`config.mk`:
```
export PLATFORM = sky130hd
export DESIGN_NAME = addsub_arbiter
export DESIGN_NICKNAME = d
export VERILOG_FILES = /design/src/rtl/addsub_arbiter.sv
export SDC_FILE = /design/constraint.sdc
export NUM_CORES = 1
export LEC_CHECK = 0
export CORE_AREA = 2 2 82 84
export CTS_CLUSTER_DIAMETER = 40
export DETAILED_ROUTE_END_ITERATION = 10
export DIE_AREA = 0 0 84 86
export HOLD_SLACK_MARGIN = 0.03
export PLACE_DENSITY = 0.45
export SYNTH_ARGS = -nofsm -noshare
export SYNTH_HDL_FRONTEND = slang
export SYNTH_SLANG_ARGS = --single-unit
```
`constraint.sdc`:
```
create_clock -name clk -period 2.7 [get_ports clk]
set_input_delay 0.675 -clock clk [delete_from_list [all_inputs] [get_ports clk]]
set_output_delay 0.675 -clock clk [all_outputs]
set_load 0.1 [all_outputs]
```
`src/rtl/addsub_arbiter.sv`:
```
// Two-requester round-robin arbiter that sequences one shared ripple add/subtract unit.
// Optional ADDSUB_ARB_STATS_EN adds saturating completed-op and overflow counters.
module addsub_arbiter #(
    parameter int WIDTH = 5
) (
    input  logic             clk,
    input  logic             rst,
    input  logic             req0_valid,
    output logic             req0_ready,
    input  logic [WIDTH-1:0] req0_x,
    input  logic [WIDTH-1:0] req0_y,
    input  logic             req0_sub,
    input  logic             req1_valid,
    output logic             req1_ready,
    input  logic [WIDTH-1:0] req1_x,
    input  logic [WIDTH-1:0] req1_y,
    input  logic             req1_sub,
    output logic             rsp0_valid,
    input  logic             rsp0_ready,
    output logic [WIDTH-1:0] rsp0_sum,
    output logic             rsp0_cout,
    output logic             rsp0_ovf,
    output logic             rsp1_valid,
    input  logic             rsp1_ready,
    output logic [WIDTH-1:0] rsp1_sum,
    output logic             rsp1_cout,
`ifdef ADDSUB_ARB_STATS_EN
    output logic [7:0]       stat_ops,
    output logic [7:0]       stat_ovf,
`endif
    output logic             rsp1_ovf
);

    typedef enum logic [1:0] {IDLE = 2'd0, EXEC = 2'd1, RESP = 2'd2} state_t;

    // Ripple adder; subtraction feeds ~y with carry-in 1. Returns {ovf, cout, sum}.
    function automatic logic [WIDTH+1:0] add_sub(input logic [WIDTH-1:0] x,
                                                 input logic [WIDTH-1:0] y,
                                                 input logic sub);
        logic [WIDTH-1:0] s;
        logic             c;
        logic             c_msb;
        logic             yb;
        c     = sub;
        c_msb = 1'b0;
        s     = '0;
        for (int i = 0; i < WIDTH; i++) begin
            yb    = y[i] ^ sub;
            c_msb = c;
            s[i]  = x[i] ^ yb ^ c;
            c     = (x[i] & yb) | (c & (x[i] ^ yb));
        end
        return {c_msb ^ c, c, s};
    endfunction

    state_t           state_q, state_d;
    logic             last_grant_q, last_grant_d;
    logic             gnt_q, gnt_d;
    logic [WIDTH-1:0] x_q, x_d, y_q, y_d;
    logic             sub_q, sub_d;
    logic             v0_q, v0_d, v1_q, v1_d;
    logic [WIDTH-1:0] s0_q, s0_d, s1_q, s1_d;
    logic             c0_q, c0_d, c1_q, c1_d;
    logic             o0_q, o0_d, o1_q, o1_d;
    logic             grant_s;
    logic [WIDTH+1:0] res_s;

    // Next-state, grant selection and handshake decode.
    always_comb begin
        state_d      = state_q;
        last_grant_d = last_grant_q;
        gnt_d        = gnt_q;
        x_d          = x_q;
        y_d          = y_q;
        sub_d        = sub_q;
        v0_d = v0_q; s0_d = s0_q; c0_d = c0_q; o0_d = o0_q;
        v1_d = v1_q; s1_d = s1_q; c1_d = c1_q; o1_d = o1_q;
        req0_ready   = 1'b0;
        req1_ready   = 1'b0;
        res_s        = add_sub(x_q, y_q, sub_q);
        if (req0_valid && req1_valid) begin
            grant_s = ~last_grant_q;
        end else if (req1_valid) begin
            grant_s = 1'b1;
        end else begin
            grant_s = 1'b0;
        end
        case (state_q)
            IDLE: begin
                if ((req0_valid || req1_valid) && !rst) begin
                    req0_ready = ~grant_s;
                    req1_ready = grant_s;
                    gnt_d      = grant_s;
                    x_d        = grant_s ? req1_x : req0_x;
                    y_d        = grant_s ? req1_y : req0_y;
                    sub_d      = grant_s ? req1_sub : req0_sub;
                    state_d    = EXEC;
                end else begin
                    state_d = IDLE;
                end
            end
            EXEC: begin
                if (gnt_q) begin
                    v1_d = 1'b1; s1_d = res_s[WIDTH-1:0]; c1_d = res_s[WIDTH]; o1_d = res_s[WIDTH+1];
                end else begin
                    v0_d = 1'b1; s0_d = res_s[WIDTH-1:0]; c0_d = res_s[WIDTH]; o0_d = res_s[WIDTH+1];
                end
                state_d = RESP;
            end
            RESP: begin
                if (gnt_q && v1_q && rsp1_ready) begin
                    v1_d         = 1'b0;
                    last_grant_d = 1'b1;
                    state_d      = IDLE;
                end else if (!gnt_q && v0_q && rsp0_ready) begin
                    v0_d         = 1'b0;
                    last_grant_d = 1'b0;
                    state_d      = IDLE;
                end else begin
                    state_d = RESP;
                end
            end
            default: begin
                state_d = IDLE;
            end
        endcase
    end

    // Control, operand and response registers.
    always_ff @(posedge clk) begin
        if (rst) begin
            state_q      <= IDLE;
            last_grant_q <= 1'b1;
            gnt_q        <= 1'b0;
            x_q          <= '0;
            y_q          <= '0;
            sub_q        <= 1'b0;
            v0_q <= 1'b0; s0_q <= '0; c0_q <= 1'b0; o0_q <= 1'b0;
            v1_q <= 1'b0; s1_q <= '0; c1_q <= 1'b0; o1_q <= 1'b0;
        end else begin
            state_q      <= state_d;
            last_grant_q <= last_grant_d;
            gnt_q        <= gnt_d;
            x_q          <= x_d;
            y_q          <= y_d;
            sub_q        <= sub_d;
            v0_q <= v0_d; s0_q <= s0_d; c0_q <= c0_d; o0_q <= o0_d;
            v1_q <= v1_d; s1_q <= s1_d; c1_q <= c1_d; o1_q <= o1_d;
        end
    end

    assign rsp0_valid = v0_q;
    assign rsp0_sum   = s0_q;
    assign rsp0_cout  = c0_q;
    assign rsp0_ovf   = o0_q;
    assign rsp1_valid = v1_q;
    assign rsp1_sum   = s1_q;
    assign rsp1_cout  = c1_q;
    assign rsp1_ovf   = o1_q;

`ifdef ADDSUB_ARB_STATS_EN
    logic [7:0] stat_ops_q, stat_ops_d, stat_ovf_q, stat_ovf_d;
    logic       consume_s, consume_ovf_s;

    // Saturating counters bumped on each response-consume edge.
    always_comb begin
        consume_s     = (state_q == RESP) &&
                        (gnt_q ? (v1_q && rsp1_ready) : (v0_q && rsp0_ready));
        consume_ovf_s = consume_s && (gnt_q ? o1_q : o0_q);
        stat_ops_d    = stat_ops_q;
        stat_ovf_d    = stat_ovf_q;
        if (consume_s && (stat_ops_q != 8'd255)) begin
            stat_ops_d = stat_ops_q + 8'd1;
        end else begin
            stat_ops_d = stat_ops_q;
        end
        if (consume_ovf_s && (stat_ovf_q != 8'd255)) begin
            stat_ovf_d = stat_ovf_q + 8'd1;
        end else begin
            stat_ovf_d = stat_ovf_q;
        end
    end

    // Statistics registers.
    always_ff @(posedge clk) begin
        if (rst) begin
            stat_ops_q <= 8'd0;
            stat_ovf_q <= 8'd0;
        end else begin
            stat_ops_q <= stat_ops_d;
            stat_ovf_q <= stat_ovf_d;
        end
    end

    assign stat_ops = stat_ops_q;
    assign stat_ovf = stat_ovf_q;
`endif

endmodule

```
==> metrics.txt <==
status complete, no violations; maxcap violations 0; die width around 84 um; post-synth top area share 0.414; Worst Tran Pin Value around 800 ps; post_cts resized 0; Final TNS setup 0 ps; Crit path arrival time 2690 ps; Slew Viols, Final 0; port buffer count 45; Clock Latency Late Sink 280 ps; Worst-path clk slew 60 ps; register area share after synthesis 0.414; CTS max path bufs 2; Fin. Hold Viols 0; maximum fanout along the worst path 3; global placer's final weighted congestion 0.687; syn avg cell area about 8.6 um2; CP required 2910 ps; Post-synth EDFFs 0; Hold-fix buffers, CTS 0; Post-CTS Setup Bufs 0; total grt overflow 0; cell taking the most area after synthesis dfxtp_1; Total GRT Usage 0.104; H-tree Lvls 2; TritonCTS clock tree yes; Hold Path Class flop to flop; synth unique cells 35; core area 6280 um2; Worst VDD drop 0.000233 V; final setup vio count 0; synthesis-to-layout area growth 40.1%; IO Count 46; Initial Util 0.239; final net count 256; first-pass GRT wire length 5.87 mm; vias per cell 4.39; Yosys Warn Count 0; drt first pass iters 4; vias in the first global route 1244; clock root buffer clkbuf_8; Area contributors post-synth dfxtp_1 (41%), nand2_1 (9.3%), a21oi_1 (6.3%); die height 86 um; drt total wl 3.61 mm; Via Count 1309; share of cells above drive strength 1 0.149; Post-Syn Area 1500 um2; Static Leak 0.000819 uW; clk_skew 4.00 ps; wire per inst 12.1 um; DP Wirelength roughly 2.9 mm; Crit. End Element flop; RSZ-0062 raised after global routing no; # DRC 0; net count after synthesis 210; Synth Instances 174; initial antenna violation count 0; First DRT Iteration DRCs 41; fin crit period 2480 ps; fmax approximately 400 MHz; Final Cycle Share 0.918; final design utilization 0.334; # rows 29; dominant synthesized flop cell dfxtp_1; antenna cells 0; PwrDens 656 nW/um2; largest net degree at the start of global routing 32; critical path type flop to flop; synthesized flop and latch total 31; CTS buffer count 5; die area 7220 um2; Slew headroom 0.462; Antenna Nets Post-Route 0; clk sinks 31; ys async rst share 0; Startpoint Class flop
logic make-up (layout without fill, tap and decap cells):
family	after synthesis	count (layout)	synth area share
buffers and inverters	22	69	0.0702
XOR/XNOR	6	6	0.0351
adder cells (fa/ha/maj)	8	8	0.0869
flip-flops	31	31	0.414
AO/OA/AOI/OAI	44	44	0.201
multiplexers	1	1	0.00668
AND/OR/NAND/NOR	62	62	0.185
metrics by stage:
step,total power (uW),hold slack [ps],setup WS [ps],instances,area [um2]
floorplan,868,462,279,174,1500
global placement,1000,445,264,290,2000
detailed placement,1000,448,224,290,2000
CTS,1410,457,201,298,2100
global route,1460,476,36.8,298,2100
finish,1380,456,221,298,2100
path summary, 6_finish.rpt:
| kind | start | endpoint | slack (ps) | depth (start not counted) |
|---|---|---|---|---|
| setup / recovery | y_q[0] | rsp0_ovf | 220 | 11 |
| setup reg to reg | y_q[0] | rsp0_ovf | 220 | 11 |
| hold / removal | rsp1_cout | rsp1_cout | 460 | 2 |
| hold reg to reg | rsp1_cout | rsp1_cout | 460 | 2 |
report_power, final:
part | internal, uW | leakage [uW] | switching (uW) | total, uW
clock | 232 | 0.0000515 | 161 | 394
combinational | 159 | 0.000514 | 291 | 450
sequential | 501 | 0.000254 | 32.4 | 533
area by class of cell:
cell class              instances  area [um2]
fillers                       666        4180
multi-input cells             121         772
flip-flops and latches         31         621
repair buffers                 50         468
clock buffers                   8         100
well taps                      77        96.3
inverters                      11        41.3
cell usage after synthesis (all sizes together), types with 2 or more instances:
master / count
xor2: 2
xnor2: 4
buf: 8
ha: 4
nor2b: 3
nand3: 2
inv: 11
dfxtp: 31
a211oi: 8
fa: 4
a221o: 2
and2: 3
nand2b: 2
a22oi: 2
a21oi: 19
a311oi: 9
nand2: 37
nor2: 9
clkbuf: 3
critical path, stage by stage (launching register included):
cell     delay (ps)
dfxtp_1         390
mux2i_1         250
fa_1            190
inv_1            50
fa_1            350
inv_1            70
fa_1            200
inv_1            60
fa_1            410
xnor2_1         220
nand2_1          70
a21oi_1         140
cell usage in the layout, fill, tap and decap left out, drive strengths merged, types with 3 or more instances in the layout:
master and n:
a211oi 8, a21oi 19, a311oi 9, and2 3, buf 23, clkbuf 8
clkdlybuf4s50 27, dfxtp 31, fa 4, ha 4, inv 11, nand2 37
nor2 9, nor2b 3, xnor2 4
registers in the layout (all words and copies together), names as in the netlist:
name	cells
y_q	5
rsp0_cout	1
rsp0_ovf	1
state_q	2
rsp0_valid	1
gnt_q	1
rsp1_ovf	1
last_grant_q	1
rsp1_cout	1
rsp1_sum	5
x_q	5
rsp1_valid	1
rsp0_sum	5
sub_q	1
layer usage:
layer / up-vias / share of wire / GRT usage
met2: 33 / 0.45 / 0.156
met3: 5 / 0.049 / 0.0356
met1: 584 / 0.49 / 0.134
met5: - / 0 / 0
met4: 0 / 0.018 / 0.0484
li1: 687 / - / -
Note: power is estimated with default switching activity, not from simulation.
